===== src/rtl/direction_arbiter.sv =====
// Turns debounced direction presses into a queued sequence of legal heading
// changes, applying one queued turn per game tick.
module direction_arbiter #(
  parameter int unsigned DEPTH     = 2,
  parameter logic [1:0]  RESET_DIR = 2'b11
) (
  input  logic       i_clk,
  input  logic       i_rst,
  input  logic       i_press_up,
  input  logic       i_press_down,
  input  logic       i_press_left,
  input  logic       i_press_right,
  input  logic       i_tick,
  input  logic       i_enable,
  output logic [1:0] o_dir,
  output logic       o_turn,
  output logic       o_drop,
  output logic [2:0] o_q_count
);

  localparam int unsigned PW = (DEPTH > 1) ? $clog2(DEPTH) : 1;

  typedef enum logic [1:0] {
    DIR_UP    = 2'b00,
    DIR_DOWN  = 2'b01,
    DIR_LEFT  = 2'b10,
    DIR_RIGHT = 2'b11
  } dir_e;

  logic [1:0]    mem [DEPTH];
  logic [PW-1:0] head;
  logic [PW-1:0] tail;
  logic [PW-1:0] last;
  dir_e          cand;
  logic          cand_valid;
  logic [1:0]    ref_dir;
  logic          legal;
  logic          full;
  logic          push;
  logic          pop;

  function automatic logic [PW-1:0] next_ptr(input logic [PW-1:0] p);
    return (p == PW'(DEPTH - 1)) ? '0 : p + PW'(1);
  endfunction

  always_comb begin
    cand_valid = i_press_up | i_press_down | i_press_left | i_press_right;
    cand       = DIR_RIGHT;
    if (i_press_up)        cand = DIR_UP;
    else if (i_press_down) cand = DIR_DOWN;
    else if (i_press_left) cand = DIR_LEFT;
    // Legality is judged against the newest queued turn, not the live heading.
    last    = (tail == '0) ? PW'(DEPTH - 1) : tail - PW'(1);
    ref_dir = (o_q_count != '0) ? mem[last] : o_dir;
    legal   = cand_valid && (cand != ref_dir) && (cand != (ref_dir ^ 2'b01));
    full    = (o_q_count == 3'(DEPTH));
    push    = i_enable && legal && !full;
    pop     = i_enable && i_tick && (o_q_count != '0);
  end

  always_ff @(posedge i_clk) begin
    if (push && !i_rst) mem[tail] <= cand;
  end

  always_ff @(posedge i_clk) begin
    if (i_rst) begin
      o_dir     <= RESET_DIR;
      o_turn    <= 1'b0;
      o_drop    <= 1'b0;
      o_q_count <= '0;
      head      <= '0;
      tail      <= '0;
    end else if (!i_enable) begin
      o_turn    <= 1'b0;
      o_drop    <= 1'b0;
      o_q_count <= '0;
      head      <= '0;
      tail      <= '0;
    end else begin
      o_turn    <= pop;
      // Full check uses the pre-pop count, so a press on a tick into a full queue drops.
      o_drop    <= legal && full;
      o_q_count <= o_q_count + 3'(push) - 3'(pop);
      if (pop) begin
        o_dir <= mem[head];
        head  <= next_ptr(head);
      end
      if (push) tail <= next_ptr(tail);
    end
  end

endmodule


===== config.mk =====
export PLATFORM = sky130hd
export DESIGN_NAME = direction_arbiter
export DESIGN_NICKNAME = d
export VERILOG_FILES = /design/src/rtl/direction_arbiter.sv
export SDC_FILE = /design/constraint.sdc
export NUM_CORES = 1
export LEC_CHECK = 0
export ABC_AREA = 1
export CORE_AREA = 5 5 42 44
export CTS_BUF_LIST = sky130_fd_sc_hd__clkbuf_4 sky130_fd_sc_hd__clkbuf_8
export DETAILED_ROUTE_END_ITERATION = 16
export DIE_AREA = 0 0 47 49
export PLACE_DENSITY = 0.78
export REMOVE_ABC_BUFFERS = 1
export SLEW_MARGIN = 20
export SYNTH_ARGS = -nofsm -noshare
export SYNTH_HDL_FRONTEND = slang
export SYNTH_SLANG_ARGS = --single-unit

===== constraint.sdc =====
create_clock -name i_clk -period 4.4 [get_ports i_clk]
set_input_delay 0.88 -clock i_clk [delete_from_list [all_inputs] [get_ports i_clk]]
set_output_delay 0.88 -clock i_clk [all_outputs]
set_load 0.05 [all_outputs]

=== Word level (Yosys, flattened, before mapping) ===
Memory sizes are Yosys's and may differ from the RTL's. A register that Yosys moved wholly into a read port is not among the register bits.
Index checks and enable logic that the tools add are counted.

* Memories kept: 1
* Logic and storage cells: 41
* RAM bits: 4
* Bits of input ports: 8
* Register bits: 7

* Equal/unequal tests: 3
* Bitwise logic cells: 5
* Multiplexer cells: 9
* Add/subtract/negate cells: 5
* Reduce and logical (&&, ||, !) cells: 13

{| class="wikitable"
|+ Memory list
! memory !! words !! width !! read ports !! clocked after memory_dff !! write ports !! RTL line !! source
|-
| mem || 2 || 2 || 2 || 1 || 1 || 30 || <nowiki>logic [1:0] mem [DEPTH];</nowiki>
|}

{| class="wikitable"
|+ Operators by type and width
! operator !! number
|-
| logical AND 1 bit || 8
|-
| two-way mux 1 bit || 6
|-
| two-way mux 2 bit || 3
|-
| != test 2 bit || 2
|-
| adder 3 x 1 -> 3 bit || 1
|-
| == test 3 x 2 -> 1 bit, second input constant || 1
|-
| bitwise OR 1 bit || 3
|-
| nonzero test 3 bit || 1
|-
| subtractor 3 x 1 -> 3 bit || 1
|-
| adder 1 bit, second input constant || 2
|-
| zero test 1 bit || 2
|-
| NOT 1 bit || 2
|-
| AND reduction 2 bit || 1
|-
| OR reduction 2 bit || 1
|-
| subtractor 1 bit, second input constant || 1
|}

=== Logic depth before layout (Yosys ltp) ===
An unclocked memory read counts as a cell.

* Word-level depth: 12
* Gate-level depth with buffers: 13
* Mapped depth without buffers: 13

=== Worst setup path after synthesis ===
OpenSTA, ideal clock, no wires.

* Path kind: in2reg
* Start point: in i_press_down
* End point: reg o_q_count[2]
* Path buffers: 0
* Cell stages on the path: 12
* Data arrival time: 2.367 ns
* Setup time: 0.118 ns
* Slack: 1.915 ns
* Path through: inv_1 > nand2_1 > nor2_1 > nand3_2 > nand2_2 > nand2_2 > ha_1 > inv_1 > ha_1 > fa_1 > xnor2_1 > nor2_1

* Cells in the longest elaborated chain, start to end: 9
* Elaborated cells between the ends (all ways): 13

{| class="wikitable"
|+ RTL lines
! element !! RTL line !! source
|-
| start: declaration || 10 || <nowiki>input logic i_press_down,</nowiki>
|-
| two-way mux 2 bit or bitwise OR 1 bit (tied branches) || 50, 47 ||
|-
| two-way mux 2 bit or bitwise OR 1 bit (tied branches) || 49, 47 ||
|-
| != test 2 bit or bitwise OR 1 bit (tied branches) || 55, 47 ||
|-
| logical AND 1 bit || 55 || <nowiki>legal = cand_valid && (cand != ref_dir) && (cand != (ref_dir ^ 2'b01));</nowiki>
|-
| logical AND 1 bit * || 55 ||
|-
| logical AND 1 bit * (2 in series) || 57 || <nowiki>push = i_enable && legal && !full;</nowiki>
|-
| adder 3 x 1 -> 3 bit * || 83 || <nowiki>o_q_count <= o_q_count + 3'(push) - 3'(pop);</nowiki>
|-
| subtractor 3 x 1 -> 3 bit * || 83 ||
|-
| end signal: assignment || 83 ||
|-
| end: declaration || 18 || <nowiki>output logic [2:0] o_q_count</nowiki>
|}

Every way passes the cells marked *; elsewhere a longest branch is shown, timed or not.
A chain may end at the register's enable or synchronous reset.

=== Worst setup path after layout ===
Ends and elaborated chain as after synthesis.

==> flow_metrics.env <==
export IMPL_place_port_buffers=14
export IMPL_setup_slack_ns=1.66
export IMPL_tightest_slew_ns=0.503
export IMPL_fmax_mhz=365
export IMPL_syn_avg_cell_area_um2=8.05
export IMPL_crit_path_max_incr_delay_ns=0.40
export IMPL_power_switching_uw=69.9
export IMPL_cts_tree="yes"
export IMPL_slowest_stage="clkdlybuf4s50_1"
export IMPL_ctsHoldBuffers=0
export IMPL_dp_hpwl_um=990
export IMPL_final_cell_mix="inv_1, nand2_1, clkdlybuf4s50_1"
export IMPL_synth_area_um2=652
export IMPL_clock_path_buffers=2
export IMPL_layout_min_cycle_time_ns=2.74
export IMPL_core_um2=1400
export IMPL_cts_resized=0
export IMPL_critPathTopFamily="adder cells"
export IMPL_area_delta_synth_final_pct=29.2
export IMPL_timing_reg2reg_worst_path_depth=13
export IMPL_ys_seq_elements=13
export IMPL_p_seq_share_pct=50.7
export IMPL_pin_count=15
export IMPL_worstSkewPairLatency_ns=0.28
export IMPL_drive_above_1_share_pct=11.1
export IMPL_synth_area_leaders="dfxtp_1, edfxtp_1, inv_1"
export IMPL_place_gp_congestion=0.781
export IMPL_crit_chain="clkdlybuf4s50_1 > inv_1 > nand2_1 > nor2_1 > nand3_2 > nand2_2 > nand2_2 > ha_1 > inv_1 > ha_1 > fa_1 > xnor2_1 > nor2_1"
export IMPL_numCtsBuffers=3
export IMPL_synth_distinct_cells=19
export IMPL_cp_max_fo=4
export IMPL_cts_max_level=1
export IMPL_switching_share_pct=27.0
export IMPL_p_per_area_nw_per_um2=307
export IMPL_ys_flop_type="dfxtp_1"
export IMPL_maxSlewHeadroom_pct=66.3
export IMPL_internal_power_uw=189
export IMPL_antennaDiodeCount=0
export IMPL_synth_top_area_share_pct=27.6
export IMPL_p_comb_share_pct=18.7
export IMPL_yosysWarnings=0
export IMPL_antenna_found_initial=0
export IMPL_multi_input_area_um2=284
export IMPL_p_clk_share_pct=30.6
export IMPL_setup_tns_final_ns=0
export IMPL_clock_skew_ns=0.00515
export IMPL_routedWlPerCell_um=10.6
export IMPL_pre_cts_slack_ns=1.37
export IMPL_hold_path_class="flip-flop to flip-flop"
export IMPL_drc=0
export IMPL_seq_area_um2=300
export IMPL_dieArea_um2=2300
export IMPL_start_util_pct=46.5
export IMPL_setup_violations=0
export IMPL_routed_wl_mm=1.22
export IMPL_grt_pass1_vias=517
export IMPL_hold_violations=0
export IMPL_n_fill_cell=131
export IMPL_grt_pass1_wl_mm=2.11
export IMPL_holdPathStages=2
export IMPL_synth_edff_count=4
export IMPL_ys_seq_area_share_pct=46.1
export IMPL_cp_end_kind="flip-flop"
export IMPL_outcome="finished clean"
export IMPL_grt_use_total_pct=12.5
export IMPL_clkTransAtPathRegs_ns=0.08
export IMPL_drt_iter0_markers=21
export IMPL_grt_max_degree=8
export IMPL_viasPerCell=4.84
export IMPL_vias=557
export IMPL_num_rows=14
export IMPL_cts_sinks=13
export IMPL_p_leak_nw=0.394
export IMPL_rsz0062_at_grt="false"
export IMPL_worst_setup_path_type="primary input to flip-flop"
export IMPL_fin_nets=111
export IMPL_cp_depth=13
export IMPL_critPathArrivalTime_ns=2.92
export IMPL_crit_buf_inv=3
export IMPL_finalCritPeriodShare_pct=62.3
export IMPL_ir_drop_uv=151
export IMPL_cts_root_buf="clkbuf_4"
export IMPL_critPathLaunchType="primary input"
export IMPL_die_w_um=47
export IMPL_grt_remaining_overflow=0
export IMPL_postCtsSetupBuffers=0
export IMPL_maxSlewViolCount=0
export IMPL_async_flop_share_pct=0
export IMPL_first_pass_iters=6
export IMPL_max_cap_violations=0
export IMPL_ant_nets=0
export IMPL_dieHeight_um=49
export IMPL_synth_area_leader_cell="dfxtp_1"
export IMPL_crit_required_ns=4.57
export IMPL_postSynthCellCount=81
-- cells by family (layout without fill, tap and decap cells) --
family          count (synthesis)  in the layout  synth area share (%)
buf+inv                        18             36                  10.4
simple gates                   37             37                  26.7
fa+ha+maj                       3              3                  6.91
flops                          13             13                  46.1
xor+xnor                        2              2                  2.69
compound gates                  8              8                  7.29
-- metal layers --
metal  global-route usage (%)  vias to the layer above  share of wire, %
li1                         -                      287                 -
met1                     15.0                      249                41
met2                     20.4                       17                51
met3                     3.69                        4               6.5
met4                     4.15                        0               1.4
met5                        0                        -                 0
-- registers in the layout, summed over array words and instances (netlist names) --
register	flops
tail	1
o_drop	1
o_q_count	3
mem	4
head	1
o_turn	1
o_dir	2
-- metrics by stage --
| stage | hold WS [ns] | util, % | instances | power (mW) | instance area, um^2 |
|---|---|---|---|---|---|
| floorplan | 0.467 | - | 81 | 0.166 | 652 |
| global placement | 0.455 | 57.9 | 111 | 0.182 | 812 |
| detailed placement | 0.473 | 57.9 | 111 | 0.183 | 812 |
| CTS | 0.492 | 60.1 | 115 | 0.260 | 842 |
| global route | 0.530 | 60.1 | 115 | 0.275 | 842 |
| finish | 0.490 | 60.1 | 115 | 0.259 | 842 |
-- cell type report --
type / instances / area share, %
Multi-Input combinational cell: 50 / 33.7
Clock buffer: 4 / 3.57
Sequential cell: 13 / 35.7
Timing Repair Buffer: 14 / 16.6
Inverter: 18 / 8.02
Tap cell: 16 / 2.38
-- path summary, 6_finish.rpt --
path                         startpoint                 endpoint  slack, ns
hold / removal    o_dir[0]$_SDFFE_PP1P_    o_dir[0]$_SDFFE_PP1P_       0.49
hold reg to reg   o_dir[0]$_SDFFE_PP1P_    o_dir[0]$_SDFFE_PP1P_       0.49
setup reg to reg      tail$_SDFFE_PP0P_  o_q_count[2]$_SDFF_PP0_       2.27
setup / recovery           i_press_down  o_q_count[2]$_SDFF_PP0_       1.66
-- cells in the mapped netlist (2+ instances only) --
library cell and count:
ha_1 2, o211ai_1 3, nand2_1 17, dfxtp_1 9
nand3_1 5, xnor2_1 2, edfxtp_1 4, nor2_1 9
inv_1 17, nand2_2 2, a21oi_1 3
-- tightest hold or removal path: stages (launching register included) --
cell and delay [ns]:
dfxtp_1 0.33, nand2_1 0.06, o211ai_1 0.07
-- power groups by stage --
stage / sequential, mW / clock [mW] / combinational, mW
CTS: 0.131 / 0.0800 / 0.0489
global placement: 0.134 / 0 / 0.0476
floorplan: 0.142 / 0 / 0.0237
finish: 0.131 / 0.0792 / 0.0484
detailed placement: 0.134 / 0 / 0.0485
global route: 0.132 / 0.0891 / 0.0540
Power figures use the tool's default switching activity.
